===== src/rtl/register_file_dumper.sv =====
// ============================================================================
// Module   : register_file_dumper
// Brief    : Walks the register file through one read port and streams every
//            word out LSB-byte first over a valid/ready channel.
// Revision : 1.0 - initial release
// ============================================================================
`default_nettype none

module register_file_dumper #(
   parameter int NB_ADDR   = 5,
   parameter int NB_DATA   = 32,
   parameter int NB_BYTE   = 8,
   parameter int RAM_DEPTH = 2**NB_ADDR
) (
   input  logic               i_clock,
   input  logic               i_reset,
   input  logic               i_start,
   output logic [NB_ADDR-1:0] o_rf_read_addr,
   input  logic [NB_DATA-1:0] i_rf_data,
   output logic [NB_BYTE-1:0] o_tx_data,
   output logic               o_tx_valid,
   input  logic               i_tx_ready,
   output logic               o_busy,
   output logic               o_done
);

   localparam int c_bytes_per_word = NB_DATA / NB_BYTE;
   localparam int c_nb_bidx        = (c_bytes_per_word > 1) ? $clog2(c_bytes_per_word) : 1;
   localparam logic [NB_ADDR-1:0]   c_last_reg  = NB_ADDR'(RAM_DEPTH - 1);
   localparam logic [c_nb_bidx-1:0] c_last_byte = c_nb_bidx'(c_bytes_per_word - 1);

   typedef enum logic [1:0] {
      S_IDLE  = 2'd0,
      S_FETCH = 2'd1,
      S_SEND  = 2'd2,
      S_DONE  = 2'd3
   } state_t;

   state_t               state_q, state_d;
   logic [NB_ADDR-1:0]   reg_idx_q, reg_idx_d;
   logic [c_nb_bidx-1:0] byte_idx_q, byte_idx_d;
   logic [NB_DATA-1:0]   shift_q, shift_d;

   always_ff @(posedge i_clock) begin
      if (i_reset) begin
         state_q    <= S_IDLE;
         reg_idx_q  <= '0;
         byte_idx_q <= '0;
         shift_q    <= '0;
      end else begin
         state_q    <= state_d;
         reg_idx_q  <= reg_idx_d;
         byte_idx_q <= byte_idx_d;
         shift_q    <= shift_d;
      end
   end

   always_comb begin
      state_d        = state_q;
      reg_idx_d      = reg_idx_q;
      byte_idx_d     = byte_idx_q;
      shift_d        = shift_q;
      o_rf_read_addr = '0;
      o_tx_data      = '0;
      o_tx_valid     = 1'b0;
      o_busy         = 1'b1;
      o_done         = 1'b0;

      case (state_q)
         S_IDLE: begin
            o_busy = 1'b0;
            if (i_start) begin
               reg_idx_d = '0;
               state_d   = S_FETCH;
            end
         end
         S_FETCH: begin
            o_rf_read_addr = reg_idx_q;
            shift_d        = i_rf_data;
            byte_idx_d     = '0;
            state_d        = S_SEND;
         end
         S_SEND: begin
            o_rf_read_addr = reg_idx_q;
            o_tx_valid     = 1'b1;
            o_tx_data      = shift_q[NB_BYTE-1:0];
            // Nothing moves until the sink takes the byte, so data stays stable while stalled.
            if (i_tx_ready) begin
               if (byte_idx_q != c_last_byte) begin
                  shift_d    = shift_q >> NB_BYTE;
                  byte_idx_d = byte_idx_q + c_nb_bidx'(1);
               end else if (reg_idx_q == c_last_reg) begin
                  state_d = S_DONE;
               end else begin
                  reg_idx_d = reg_idx_q + NB_ADDR'(1);
                  state_d   = S_FETCH;
               end
            end
         end
         S_DONE: begin
            o_done  = 1'b1;
            state_d = S_IDLE;
         end
         default: state_d = S_IDLE;
      endcase
   end

endmodule

`default_nettype wire


===== config.mk =====
export PLATFORM = sky130hd
export DESIGN_NAME = register_file_dumper
export DESIGN_NICKNAME = d
export VERILOG_FILES = /design/src/rtl/register_file_dumper.sv
export SDC_FILE = /design/constraint.sdc
export NUM_CORES = 1
export LEC_CHECK = 0
export BUFFER_PORTS_ARGS = -buffer_cell sky130_fd_sc_hd__buf_2
export CORE_UTILIZATION = 47
export DETAILED_ROUTE_END_ITERATION = 10
export GPL_ROUTABILITY_DRIVEN = 0
export GPL_TIMING_DRIVEN = 0
export HOLD_SLACK_MARGIN = 0.02
export PLACE_DENSITY = 0.75
export SLEW_MARGIN = 20
export SYNTH_ARGS = -nofsm -noshare
export SYNTH_HDL_FRONTEND = slang
export SYNTH_SLANG_ARGS = --single-unit
export TNS_END_PERCENT = 100

===== constraint.sdc =====
create_clock -name i_clock -period 1.7 [get_ports i_clock]
set_input_delay 0.085 -clock i_clock [delete_from_list [all_inputs] [get_ports i_clock]]
set_output_delay 0.085 -clock i_clock [all_outputs]
set_load 0.02 [all_outputs]

==> results.md <==
- Status: completed
- Syn_nets: 267
- FF-to-FF Start: reg_idx_q[0]
- Sequential-to-total area share from yosys stat: 40.4%
- Leakage: 1.04 nW
- Share of cells above drive strength 1: 33.3%
- Post-Layout Cell Count: 335
- Final hold viol count: 0
- Number of port buffers: 50
- Vias per cell: 5.38
- Setup_tns: 0 ps
- Die Span X: 67.7 um
- Global Route Usage Sum: 21.8%
- Inst Count DP: 322
- H-Tree Depth: 2
- Area of the multi-input gates: 1180 um^2
- DRC: 0
- Detailed Place HPWL: 3230 um
- Root buffer cell: clkbuf_8
- Avg Synthesized Cell Area: 9.15 um^2
- Antenna violations before repair: 0
- Fillers: 353
- Period utilisation layout: 95.6%
- Total power: 4.29 mW
- Vias in the first global route: 1656
- Placed cell areas: 2360 um^2
- DR pass1 iterations: 4
- Total power divided by cell area: 1650 nW/um^2
- Hold crit path type: primary input to register
- Placement Rows: 23
- Final WS setup: 74.2 ps
- Final instance area: 2600 um^2
- Die area: 4590 um^2
- WP data required: 1920 ps
- RSZ-0062 raised after global routing: false
- Worst slack, placed: -225 ps
- Yosys reg bits: 41
- IO Pins: 52
- Largest net degree at the start of global routing: 20
- Ranking of synthesized cells by area: dfxtp_1, mux2i_1, a211oi_1
- Ant diodes: 0
- Max FO, Critical Path: 4
- Critical path origin: reg_idx_q[0]
- Post-synthesis cell type count: 33
- Clk buf depth: 2
- Clock Sinks: 41
- GRT overflow: 0
- Routed Antenna Nets: 0
- Max Cap Violations: 0
- FF-to-FF setup slack: 70 ps
- Worst Skew: 4.51 ps
- Synth area leader: dfxtp_1
- Reg clk slew, reported paths: 80 ps
- Post-Syn Area: 2030 um^2
- Setup crit end kind: register
- CTS tree: yes
- Min-delay src: i_reset
- Kind of critical path: register to register
- First-pass GRT wire length: 7470 um
- Max-slew headroom: 64.5%
- Pins Over Slew Limit: 0
- Sequential Area: 831 um^2
- YS warnings: 0
- RR Endpoint: reg_idx_q[3]
- Slew of the pin with the lowest slew margin: 532 ps
- Num CTS Buffers: 5
- Clk Latency, worst-skew pair: 290 ps
- Reg2Reg Depth: 7
- Crit start category: register
- Hold Path End: shift_q[0]
- DR vias: 1803
- Core footprint: 4090 um^2
- Final net count: 330
- Initial core utilization: 49.7%
- Post-DR wirelength/cell: 13.9 um
- Cts hold-fix bufs: 0
- Commonest non-fill, non-tap cell in the layout: buf_2
- Worst Path Arrival: 1850 ps
- Syn Inst Count: 222
- Commonest non-fill, non-tap cells in the layout: buf_2, dfxtp_1, a211oi_1, mux2i_1, nor2_1
- FMAX: 0.615 GHz
- Area growth, synth to finish: 27.8%
- Chip height: 67.7 um
- Min Tclk post-route: 1630 ps
- Final setup fails: 0
- Max rail drop VDD: 823 uV
- Final WL: 4640 um
- Initial DRC count: 73
- Area fraction of the dominant cell type after synthesis: 40.4%
- Worst Hold Depth: 2
-- cell usage after synthesis (all sizes together) --
master / n
buf: 8
o221a: 1
nor2: 24
nand2b: 2
o21ai: 6
nor2b: 1
and2: 15
clkbuf: 9
o221ai: 1
nand2: 12
nor3: 1
nand4: 2
nand4b: 1
a21oi: 16
dfxtp: 41
nand3b: 10
inv: 5
o31ai: 2
mux2i: 24
nand3: 3
and3: 1
a211oi: 25
or4: 2
ha: 9
a21boi: 1
-- layer usage --
metal / GRT usage, % / routed length (um) / up-vias
li1: - / - / 910
met1: 28.4 / 2210 / 839
met3: 4.05 / 207 / 6
met5: 0 / 0 / -
met2: 35.9 / 2180 / 48
met4: 7.18 / 49 / 0
-- what timing repair did --
item,4_1_cts,5_1_grt
resized for setup,17,10
buffers inserted,7,1
endpoints found under the setup margin,44,37
pin swaps,3,3
-- report_power, final --
group / internal (mW) / total [mW] / switching (mW)
Clock: 0.427 / 0.756 / 0.329
Combinational: 0.868 / 2.00 / 1.14
Sequential: 1.33 / 1.53 / 0.194
-- worst max-delay path, stage by stage, from the launching register on --
cell and delay, ps:
dfxtp_2 350, ha_4 170, and3_4 170, ha_2 170
nand2_2 90, o21ai_4 70, or4_1 390, a21oi_1 140
-- layout make-up --
type | count | share of cell area (%)
Timing Repair Buffer | 58 | 12.0
Clock buffer | 5 | 2.65
Inverter | 5 | 0.916
Tap cell | 50 | 2.41
Multi-Input combinational cell | 159 | 45.5
Sequential cell | 41 | 32.0
Clock inverter | 2 | 1.35
Buffer | 15 | 3.18
-- through the flow --
| stage | hold WS [ps] | utilization (%) |
|---|---|---|
| CTS | 58.5 | 62.7 |
| finish | 61.9 | 63.5 |
| floorplan | 249 | - |
| global placement | 357 | 57.8 |
| global route | 61.7 | 63.5 |
| detailed placement | 364 | 57.8 |
-- flip-flops by register name, summed over array words and instances (netlist names) --
| register | count |
|---|---|
| byte_idx_q | 2 |
| state_q | 2 |
| reg_idx_q | 5 |
| shift_q | 32 |
-- how the worst max path moves through the flow --
stage                          endpoint  slack (ps)
after global routing       reg_idx_q[2]           6
after CTS                  reg_idx_q[2]          20
after detailed placement  byte_idx_q[0]        -220
after global placement      shift_q[30]        -170
after floorplan            reg_idx_q[3]           4
final                      reg_idx_q[3]          70
-- cell families (layout without fill, tap and decap cells) --
kind of cell	count (synthesis)	after routing	synth area share, %
mux	24	24	11.8
fa+ha+maj	9	9	5.55
flops	41	41	40.4
compound gates	52	52	17.6
simple gates	74	74	19.5
buf+inv	22	85	5.11
Power figures use the tool's default switching activity.
